**config.mk**
```make
export PLATFORM = sky130hd
export DESIGN_NAME = ristretto_prefetch_queue
export DESIGN_NICKNAME = d
export VERILOG_FILES = /design/src/rtl/ristretto_prefetch_queue.sv
export SDC_FILE = /design/constraint.sdc
export NUM_CORES = 1
export LEC_CHECK = 0
export BUFFER_PORTS_ARGS = -buffer_cell sky130_fd_sc_hd__buf_2
export CORE_UTILIZATION = 50
export DETAILED_ROUTE_END_ITERATION = 12
export PLACE_DENSITY = 0.79
export SYNTH_ARGS = -nofsm -noshare
export SYNTH_HDL_FRONTEND = slang
export SYNTH_SLANG_ARGS = --single-unit
```
**constraint.sdc**
```tcl
create_clock -name clk_i -period 6.14 [get_ports clk_i]
set_input_delay 0.614 -clock clk_i [delete_from_list [all_inputs] [get_ports clk_i]]
set_output_delay 0.614 -clock clk_i [all_outputs]
set_load 0.005 [all_outputs]
```
**src/rtl/ristretto_prefetch_queue.sv**
```systemverilog
// Instruction prefetch queue for the ristretto IF stage: issues pipelined fetches,
// buffers returned words with PC/error, and drops in-flight wrong-path responses on flush.
module ristretto_prefetch_queue #(
  parameter int unsigned          DataWidth      = 32,
  parameter int unsigned          AddrWidth      = 32,
  parameter int unsigned          Depth          = 8,
  parameter int unsigned          MaxOutstanding = 2,
  parameter bit                   Bypass         = 1'b1,
  parameter logic [AddrWidth-1:0] BootAddr       = 'h80
) (
  input  logic                       clk_i,
  input  logic                       rstn_i,
  input  logic                       flush_i,
  input  logic [AddrWidth-1:0]       flush_pc_i,
  output logic                       fu_req_o,
  output logic [AddrWidth-1:0]       fu_addr_o,
  input  logic                       fu_gnt_i,
  input  logic                       fu_rvalid_i,
  input  logic [DataWidth-1:0]       fu_rdata_i,
  input  logic                       fu_err_i,
  output logic                       if_valid_o,
  input  logic                       if_ready_i,
  output logic [DataWidth-1:0]       if_instr_o,
  output logic [AddrWidth-1:0]       if_pc_o,
  output logic                       if_err_o,
  output logic [$clog2(Depth+1)-1:0] pb_count_o,
  output logic                       pb_active_o
);

  localparam int unsigned PtrW  = $clog2(Depth);
  localparam int unsigned CntW  = $clog2(Depth + 1);
  localparam int unsigned OutW  = $clog2(MaxOutstanding + 1);
  localparam int unsigned FillW = CntW + 1;

  typedef struct packed {
    logic [DataWidth-1:0] instr;
    logic [AddrWidth-1:0] pc;
    logic                 err;
  } entry_t;

  entry_t               mem_q [Depth];
  logic [PtrW-1:0]      head_q, tail_q;
  logic [CntW-1:0]      count_q, count_d;
  logic [OutW-1:0]      outstanding_q, outstanding_d;
  logic [OutW-1:0]      discard_q, discard_d;
  logic [OutW-1:0]      live;
  logic [FillW-1:0]     fill;
  logic [AddrWidth-1:0] req_pc_q, rsp_pc_q;
  logic                 run_q, active_q;
  logic                 queue_empty, grant, rsp_live, bypass_hit, push, pop;
  entry_t               rsp_entry, if_entry;

  // Credits: live responses plus stored entries never exceed Depth.
  assign live        = outstanding_q - discard_q;
  assign fill        = FillW'(live) + FillW'(count_q);
  assign queue_empty = (count_q == '0);

  // run_q holds requests off while in reset and for the first edge after release.
  assign fu_req_o  = run_q & ~flush_i & (outstanding_q < OutW'(MaxOutstanding))
                   & (fill < FillW'(Depth));
  assign fu_addr_o = req_pc_q;
  assign grant     = fu_req_o & fu_gnt_i;

  assign rsp_live   = fu_rvalid_i & ~flush_i & (discard_q == '0);
  assign rsp_entry  = '{instr: fu_rdata_i, pc: rsp_pc_q, err: fu_err_i};
  assign bypass_hit = Bypass & queue_empty & rsp_live;

  assign if_valid_o = ~flush_i & (~queue_empty | bypass_hit);
  assign if_entry   = bypass_hit ? rsp_entry : mem_q[tail_q];
  assign if_instr_o = if_entry.instr;
  assign if_pc_o    = if_entry.pc;
  assign if_err_o   = if_entry.err;

  assign pop  = if_valid_o & if_ready_i & ~queue_empty;
  assign push = rsp_live & ~(bypass_hit & if_ready_i);

  always_comb begin
    // NOTE: every signal written here gets a default first, so no latch is inferred.
    count_d       = count_q;
    outstanding_d = outstanding_q;
    discard_d     = discard_q;
    if (flush_i) begin
      // Everything still in flight after this cycle belongs to the old path.
      count_d       = '0;
      outstanding_d = outstanding_q - OutW'(fu_rvalid_i);
      discard_d     = outstanding_q - OutW'(fu_rvalid_i);
    end else begin
      count_d       = count_q + CntW'(push) - CntW'(pop);
      outstanding_d = outstanding_q + OutW'(grant) - OutW'(fu_rvalid_i);
      discard_d     = discard_q - OutW'(fu_rvalid_i & (discard_q != '0));
    end
  end

  // NOTE: state uses non-blocking assignments so every flop samples pre-edge values.
  always_ff @(posedge clk_i or negedge rstn_i) begin
    if (!rstn_i) begin
      head_q        <= '0;
      tail_q        <= '0;
      count_q       <= '0;
      outstanding_q <= '0;
      discard_q     <= '0;
      req_pc_q      <= BootAddr;
      rsp_pc_q      <= BootAddr;
      run_q         <= 1'b0;
      active_q      <= 1'b0;
      // NOTE: the entry array is reset too, so if_* data reads zero after reset.
      for (int i = 0; i < Depth; i++) mem_q[i] <= '0;
    end else begin
      run_q         <= 1'b1;
      count_q       <= count_d;
      outstanding_q <= outstanding_d;
      discard_q     <= discard_d;
      active_q      <= (count_d != '0);
      if (flush_i) begin
        head_q   <= '0;
        tail_q   <= '0;
        req_pc_q <= flush_pc_i;
        rsp_pc_q <= flush_pc_i;
      end else begin
        if (grant)    req_pc_q <= req_pc_q + AddrWidth'(4);
        if (rsp_live) rsp_pc_q <= rsp_pc_q + AddrWidth'(4);
        if (push) begin
          mem_q[head_q] <= rsp_entry;
          head_q        <= head_q + 1'b1;
        end
        if (pop) tail_q <= tail_q + 1'b1;
      end
    end
  end

  assign pb_count_o  = count_q;
  assign pb_active_o = active_q;

  assert property (@(posedge clk_i) disable iff (!rstn_i)
    fu_rvalid_i |-> (outstanding_q != '0));
  assert property (@(posedge clk_i) disable iff (!rstn_i)
    rsp_live |-> (fill <= FillW'(Depth)));

endmodule

```
==> metrics.cfg, run 1 <==
[logic_synthesis]
ys_warn_count=0
syn_avg_cell_area_um2=14.0
synth_edf_count=0
synth_fp_nets=2090
netlist_area_mm2=0.0281
synth_seq_area_share_pct=53.4
synth_cells=2002
synthArstFlopShare_pct=100
synth_ff_type=dfrtp_1
synth-seq-cells=600
synthDistinctLibCells=51

[final_layout]
drive_above_1_share_pct=40.3
finalNetCount=2189
final_core_util_pct=57.3
instances_no_fill=2899
synthToLayoutAreaGrowth_pct=12.7

[worst_setup_path]
crit_type=reg -> out
startpoint=pb_count_o[3]
critPathCaptureType=output pin
reg2reg_from=pb_count_o[3]
worstPathMaxFanout=75
worstPathArrival_ns=3.63
r2r_cells=9
critPathLaunchType=flip-flop
reg2reg_to=mem_q[233]
worst-r2r-setup-slack_ns=2.42
crit_required_ns=5.53
critPathCapture=if_pc_o[9]

[global_routing]
antenna_found_initial=3
grt_pass1_wl_mm=107
grtUsageTotal_pct=24.0
overflow=0
grt_pass1_vias=18785
grt_max_degree=166

[cts]
htree_levels=2
cts_hold_buf=0
clock_latency_ns=0.61
post-cts-setup-buffers=0
clk_pin_slew_ns=0.06
cts_resized=0
cts_tree=yes
cts_buffers=58
max-clock-path-buffers=3
root_buffer=clkbuf_16
clock-sinks=600

[sta]
slew-limit-headroom_pct=8.77
setup_viol=0
hold_violations=0
drv_slew=0
period_minus_slack_ns=4.25
fin_crit_sh_pct=69.2
worstMarginPinSlew_ns=1.37
tns_ns=0
fin_skew_ns=0.0122
max_freq_mhz=235
rsz0062_at_grt=no

[die]
rows=86
die_area_mm2=0.0572
start_util_pct=50.9
boundaryPins=175
die_y_um=239
fp.dieW_um=239
core-area_mm2=0.0553

[detailed_routing]
remaining_drc_errors=0
wl_per_cell_um=23.0
dr.first_iter.drc_count=1248
viasPerCell=5.99
dr_total_vias=17372
ant_nets=0
drt-total-wl_mm=66.6
drtPass1Iterations=5

[place]
dp_cells=2789
port_buffers=174
hpwlAfterDp_mm=40.2
place_congestion=0.904

[pwr]
power.density_mw_per_mm2=366
power_mw=11.6
p_leak_nw=14.8
ir_drop_mv=0.238

[job]
cap_violations=0

[status]
status=complete, no violations

[hold_path]
worstHoldPathType=in -> async

[worst min-delay path by stage]
stage	end	slack, ns
CTS	pb_count_o[2]	0.09
global route	outstanding_q[1]	0.1
detailed placement	mem_q[343]	0.47
floorplan	discard_q[0]	0.32
finish	fu_addr_o[31]	0.03
global placement	mem_q[261]	0.46
[worst max-delay path: stages (launching register included)]
cell and delay [ns]:
dfrtp_1 0.41, inv_1 0.14, ha_1 0.15, nor3b_1 0.74, nand3_4 0.09, buf_4 0.41
buf_4 0.46, a21oi_1 0.37, buf_2 0.19
[metal layers]
| metal | up-vias | GRT usage [%] | routed length (um) |
|---|---|---|---|
| li1 | 7576 | - | - |
| met1 | 9240 | 31.9 | 28000 |
| met2 | 445 | 41.2 | 33800 |
| met3 | 111 | 2.98 | 3110 |
| met4 | 0 | 7.44 | 1660 |
| met5 | - | 0 | 0 |
[layout make-up]
class	count	area (um^2)
inverters	18	67.6
fillers	4360	23600
repair buffers	203	1170
clock buffers	87	1760
clock inverters	21	304
well taps	748	936
multi-input cells	1220	12400
diodes	2	5.00
flip-flops and latches	600	15000
[flip-flops by register name (all words and copies together), names as in the netlist]
name and count:
mem_q 520, rsp_pc_q 32, outstanding_q 2, head_q 3, run_q 1, pb_active_o 1
pb_count_o 4, fu_addr_o 32, discard_q 2, tail_q 3
[kinds of logic after synthesis]
logic type      share of synthesized area [%]
mux                                      33.4
flops                                    53.4
simple gates                             4.80
buf+inv                                  2.63
compound gates                           3.75
xor+xnor                                 1.21
fa+ha+maj                               0.783
other cells                            0.0133
[synthesized netlist by cell type (all sizes together), types with 2 or more instances]
cell	number	area share [%]
or2	6	0.13
clkbuf	88	1.2
a21oi	71	1.3
o31ai	4	0.11
nor4	3	0.067
dfrtp	598	53
or3	4	0.089
o21ai	45	0.80
mux2i	69	2.5
nand2	66	0.88
and2	2	0.044
dfstp	2	0.19
a211oi	3	0.12
o311ai	18	0.56
o211ai	26	0.69
nand4	22	0.49
mux2	513	21
a31oi	2	0.044
buf	76	1.2
and4	5	0.16
nor3b	4	0.11
nand3b	2	0.053
mux4	130	10
nor2	87	1.2
nand3	35	0.64
xnor2	9	0.28
nor3	8	0.14
nand2b	2	0.044
nand4b	4	0.12
xor2	30	0.93
or4	8	0.23
ha	16	0.71
nor2b	6	0.13
and3	11	0.24
inv	18	0.24
[layout by cell type, fill, tap and decap left out, drive strengths merged, types with 11 or more instances in the layout]
cell / n
a21oi: 71
and3: 11
buf: 203
clkbuf: 87
dfrtp: 598
ha: 16
inv: 20
mux2: 513
mux2i: 69
mux4: 130
nand2: 66
nand3: 35
nand4: 22
nor2: 87
o211ai: 26
o21ai: 45
o311ai: 18
xor2: 30
[metrics by stage]
stage | hold WS (ns) | cell area (um^2) | setup WS, ns
after floorplan | 0.318 | 28100 | 2.86
after global placement | 0.458 | 29600 | 2.36
after global routing | 0.0997 | 31700 | 1.67
after detailed placement | 0.471 | 29600 | 2.21
after CTS | 0.0946 | 31700 | 1.85
final | 0.0262 | 31700 | 1.89
[power by group]
| group | internal [mW] | total, mW | switching, mW |
|---|---|---|---|
| Clock | 2.27 | 3.81 | 1.54 |
| Sequential | 4.43 | 4.91 | 0.475 |
| Combinational | 1.53 | 2.88 | 1.34 |
| Total | 8.24 | 11.6 | 3.36 |
(Power assumes the default switching activity.)
==> run 2: changes to the inputs <==
Settings changed: ABC_AREA set to 1.
Clock period 6.14 ns to 4.1 ns, I/O delays scaled along.
==> run 2 against run 1 <==
Net effect: clock skew is 0.012 ns higher; hold slack improved by 0.026 ns; sequential share of layout area down 1.5 points; via count increased by 47%; combinational power grew 110%; utilization fell by 0.86 points; design area is 3.3% higher; area after synthesis grew 5.0%; count of clock-buffer cells in the layout up 3; register-to-register slack worse by 1.6 ns; critical endpoint is now if_instr_o[2].
==> metrics.cfg, run 2 <==
[die]
boundaryPins=175  ; unchanged
die_area_mm2=0.0600  ; +5.0%
start_util_pct=50.9  ; about the same
fp.dieW_um=245  ; +2.4%
die_y_um=245  ; +2.4%
core-area_mm2=0.0580  ; +4.9%
rows=88  ; +2.3%

[final_layout]
final_common_cell=nand2_1
diodes=0  ; -2
largest_register=mem_q
fillers=5291  ; +21%
multi_input_area_mm2=0.0119  ; -4.4%
regArea_mm2=0.0150  ; unchanged
drive_above_1_share_pct=9.22  ; -31 points
largest_register_ffs=520  ; unchanged
finalNetCount=3813  ; +74%
final_cell_mix=951 x nand2_1, 595 x dfrtp_1, 421 x o21ai_0
finalInstanceArea_mm2=0.0328  ; +3.3%
synthToLayoutAreaGrowth_pct=10.9

[sta]
rsz0062_at_grt=no
worstMarginPinSlew_ns=0.902  ; -0.467 ns
slew-limit-headroom_pct=39.9  ; +31 points
fin_skew_ns=0.0242  ; +0.0120 ns
setup_viol=0  ; unchanged
fin_crit_sh_pct=86.4
max_freq_mhz=282
period_minus_slack_ns=3.54
drv_slew=0  ; unchanged
hold_violations=0  ; unchanged
tns_ns=0  ; unchanged

[global_routing]
overflow=0  ; unchanged
grtUsageTotal_pct=26.0  ; +2.0 points
grt_max_degree=176  ; +6.0%
grt_pass1_vias=23832  ; +27%
antenna_found_initial=0  ; -3
grt_pass1_wl_mm=127  ; +19%

[worst_setup_path]
startpoint=pb_count_o[2]
worstPathMaxFanout=59  ; -21%
crit_required_ns=3.69  ; -1.84 ns
worstPathArrival_ns=3.13  ; -0.50 ns
reg2reg_to=fu_addr_o[12]
critPathLaunchType=flip-flop
critPathCapture=if_instr_o[2]
slowest_delay_ns=0.45  ; -0.29 ns
crit_type=reg -> out
critPathSlowestCell=nand2_4
r2r_cells=16  ; +7
reg2reg_from=outstanding_q[0]
critPathCaptureType=output pin
worst-r2r-setup-slack_ns=0.85  ; -1.57 ns
path_cells=inv_1 -> ha_1 -> nand2_1 -> nor2_1 -> nand2_4 -> buf_4 -> o21ai_0 -> buf_2

[cts]
clk_pin_slew_ns=0.07  ; about the same
cts_resized=0  ; unchanged
cts_buffers=61  ; +5.2%
max-clock-path-buffers=3  ; unchanged
post-cts-setup-buffers=0  ; unchanged
htree_levels=2  ; unchanged
clock-sinks=600  ; unchanged
clock_latency_ns=0.63  ; +0.02 ns
root_buffer=clkbuf_16
cts_tree=yes

[place]
hpwlAfterDp_mm=47.0  ; +17%
port_buffers=174  ; unchanged
place_congestion=0.937  ; +3.7%
placed_area_mm2=0.0306  ; +3.4%

[logic_synthesis]
synthTopCellsByArea=dfrtp_1 51%, nand2_1 12%, o21ai_0 7.1%
synth_ff_type=dfrtp_1
synth-seq-cells=600  ; unchanged
synth_top_cell_by_area=dfrtp_1
ys_warn_count=0  ; unchanged
synthArstFlopShare_pct=100  ; unchanged
synth.top_cell.area_share_pct=50.7  ; -2.5 points
synth_edf_count=0  ; unchanged
synth.most_common_cell=nand2_1
syn_avg_cell_area_um2=7.99  ; -43%
synth_cells=3695  ; +85%
synth_fp_nets=3783  ; +81%
synth_seq_area_share_pct=50.9  ; -2.5 points
synthTopCellsByCount=952 x nand2_1, 598 x dfrtp_1, 421 x o21ai_0
synthDistinctLibCells=43  ; -16%
netlist_area_mm2=0.0295  ; +5.0%

[detailed_routing]
dr_total_vias=25487  ; +47%
wl_per_cell_um=17.0  ; -26%
drt-total-wl_mm=77.1  ; +16%
dr.first_iter.drc_count=2510  ; +100%
viasPerCell=5.61  ; -6.3%
drtPass1Iterations=5  ; unchanged
remaining_drc_errors=0  ; unchanged
ant_nets=0  ; unchanged

[pwr]
p_int_mw=12.5  ; +52%
p_seq_share_pct=38.3  ; -4.0 points
combPwrFrac_pct=31.4  ; +6.6 points
switching_power_mw=6.86  ; +100%
clkPwrFrac_pct=30.2  ; -2.7 points
p_leak_nw=14.8  ; +0.13%
power.density_mw_per_mm2=591  ; +61%
ir_drop_mv=0.439  ; +85%
swShare_pct=35.5  ; +6.5 points
power_mw=19.3  ; +67%

[hold_path]
worstHoldPathCells=3
worstHoldPathType=in -> reg

[status]
status=complete, no violations

[job]
cap_violations=0  ; unchanged

[run 2: cell count changes after synthesis, moves of 32 or more]
cell      delta
nor2_1      +32
o211ai_1   +108
o21ai_1    +369
o21ai_0    +376
a21oi_1    +143
nand3_1    +122
nand2_1    +886
buf_2       +43
mux2_2     -413
mux2_1     -100
mux4_2     -130
mux2i_1     -51
inv_1      +347
[run 2: power by group through the flow]
stage	registers [mW]	logic (mW)	clock network (mW)
floorplan	7.27	4.16	0
global placement	7.46	5.95	0
detailed placement	7.49	6.06	0
CTS	7.39	6.11	5.93
global route	7.52	6.90	6.17
finish	7.41	6.08	5.85
[run 2: repair_timing]
| item | in CTS | in global routing |
|---|---|---|
| endpoints found under the hold margin | 91 | 0 |
| hold buffers | 1 | 0 |
| setup endpoints to repair | 0 | 0 |
[run 2: area by class of cell]
cell class                 instances  area share [%]
sequential                       600            45.9
tap                              765            2.92
clock buffer                      90            5.39
clock inverter                    24            1.04
inverter                         367            4.21
timing repair buffer             222            4.29
multi-input combinational       2473            36.3
[run 2: per-stage QoR]
step	utilization (%)	hold WS (ns)	setup WS (ns)	std cells
detailed placement	52.8	0.459	0.944	4426
CTS	56.4	0.0247	0.507	4541
global placement	52.8	0.457	1.06	4426
floorplan	-	0.114	1.22	3695
global route	56.4	0.0325	0.313	4541
finish	56.4	0.0527	0.560	4541
[run 2: logic make-up after synthesis]
group	count (synthesis)	share of synthesized area, %
AO/OA/AOI/OAI	1156	20.9
adder cells (fa/ha/maj)	17	0.746
multiplexers	18	0.610
other	1	0.0127
flip-flops	600	50.9
XOR/XNOR	14	0.415
AND/OR/NAND/NOR	1267	17.4
buffers and inverters	622	9.12
[run 2: how the worst min path moves through the flow]
stage | start | endpoint | slack [ns]
3_3_place_gp | fu_addr_o[0] | fu_addr_o[0] | 0.46
2_1_floorplan | rstn_i | discard_q[0] | 0.11
4_1_cts | flush_pc_i[28] | fu_addr_o[28] | 0.02
5_1_grt | flush_pc_i[28] | fu_addr_o[28] | 0.03
6_report | flush_pc_i[26] | fu_addr_o[26] | 0.05
3_5_place_dp | fu_addr_o[1] | fu_addr_o[1] | 0.46
[run 2: metal layers]
layer	GRT usage [%]	routed length [um]	up-vias
li1	-	-	12239
met1	35.8	33000	12141
met2	42.2	36100	952
met3	3.77	5620	155
met4	8.73	2380	0
met5	0	0	-
[run 2: critical path: cells and delay by family (launching register included)]
family	cells	cell delay, ns
flops	1	0.43
fa+ha+maj	1	0.15
simple gates	3	0.81
buf+inv	3	0.72
compound gates	1	0.37
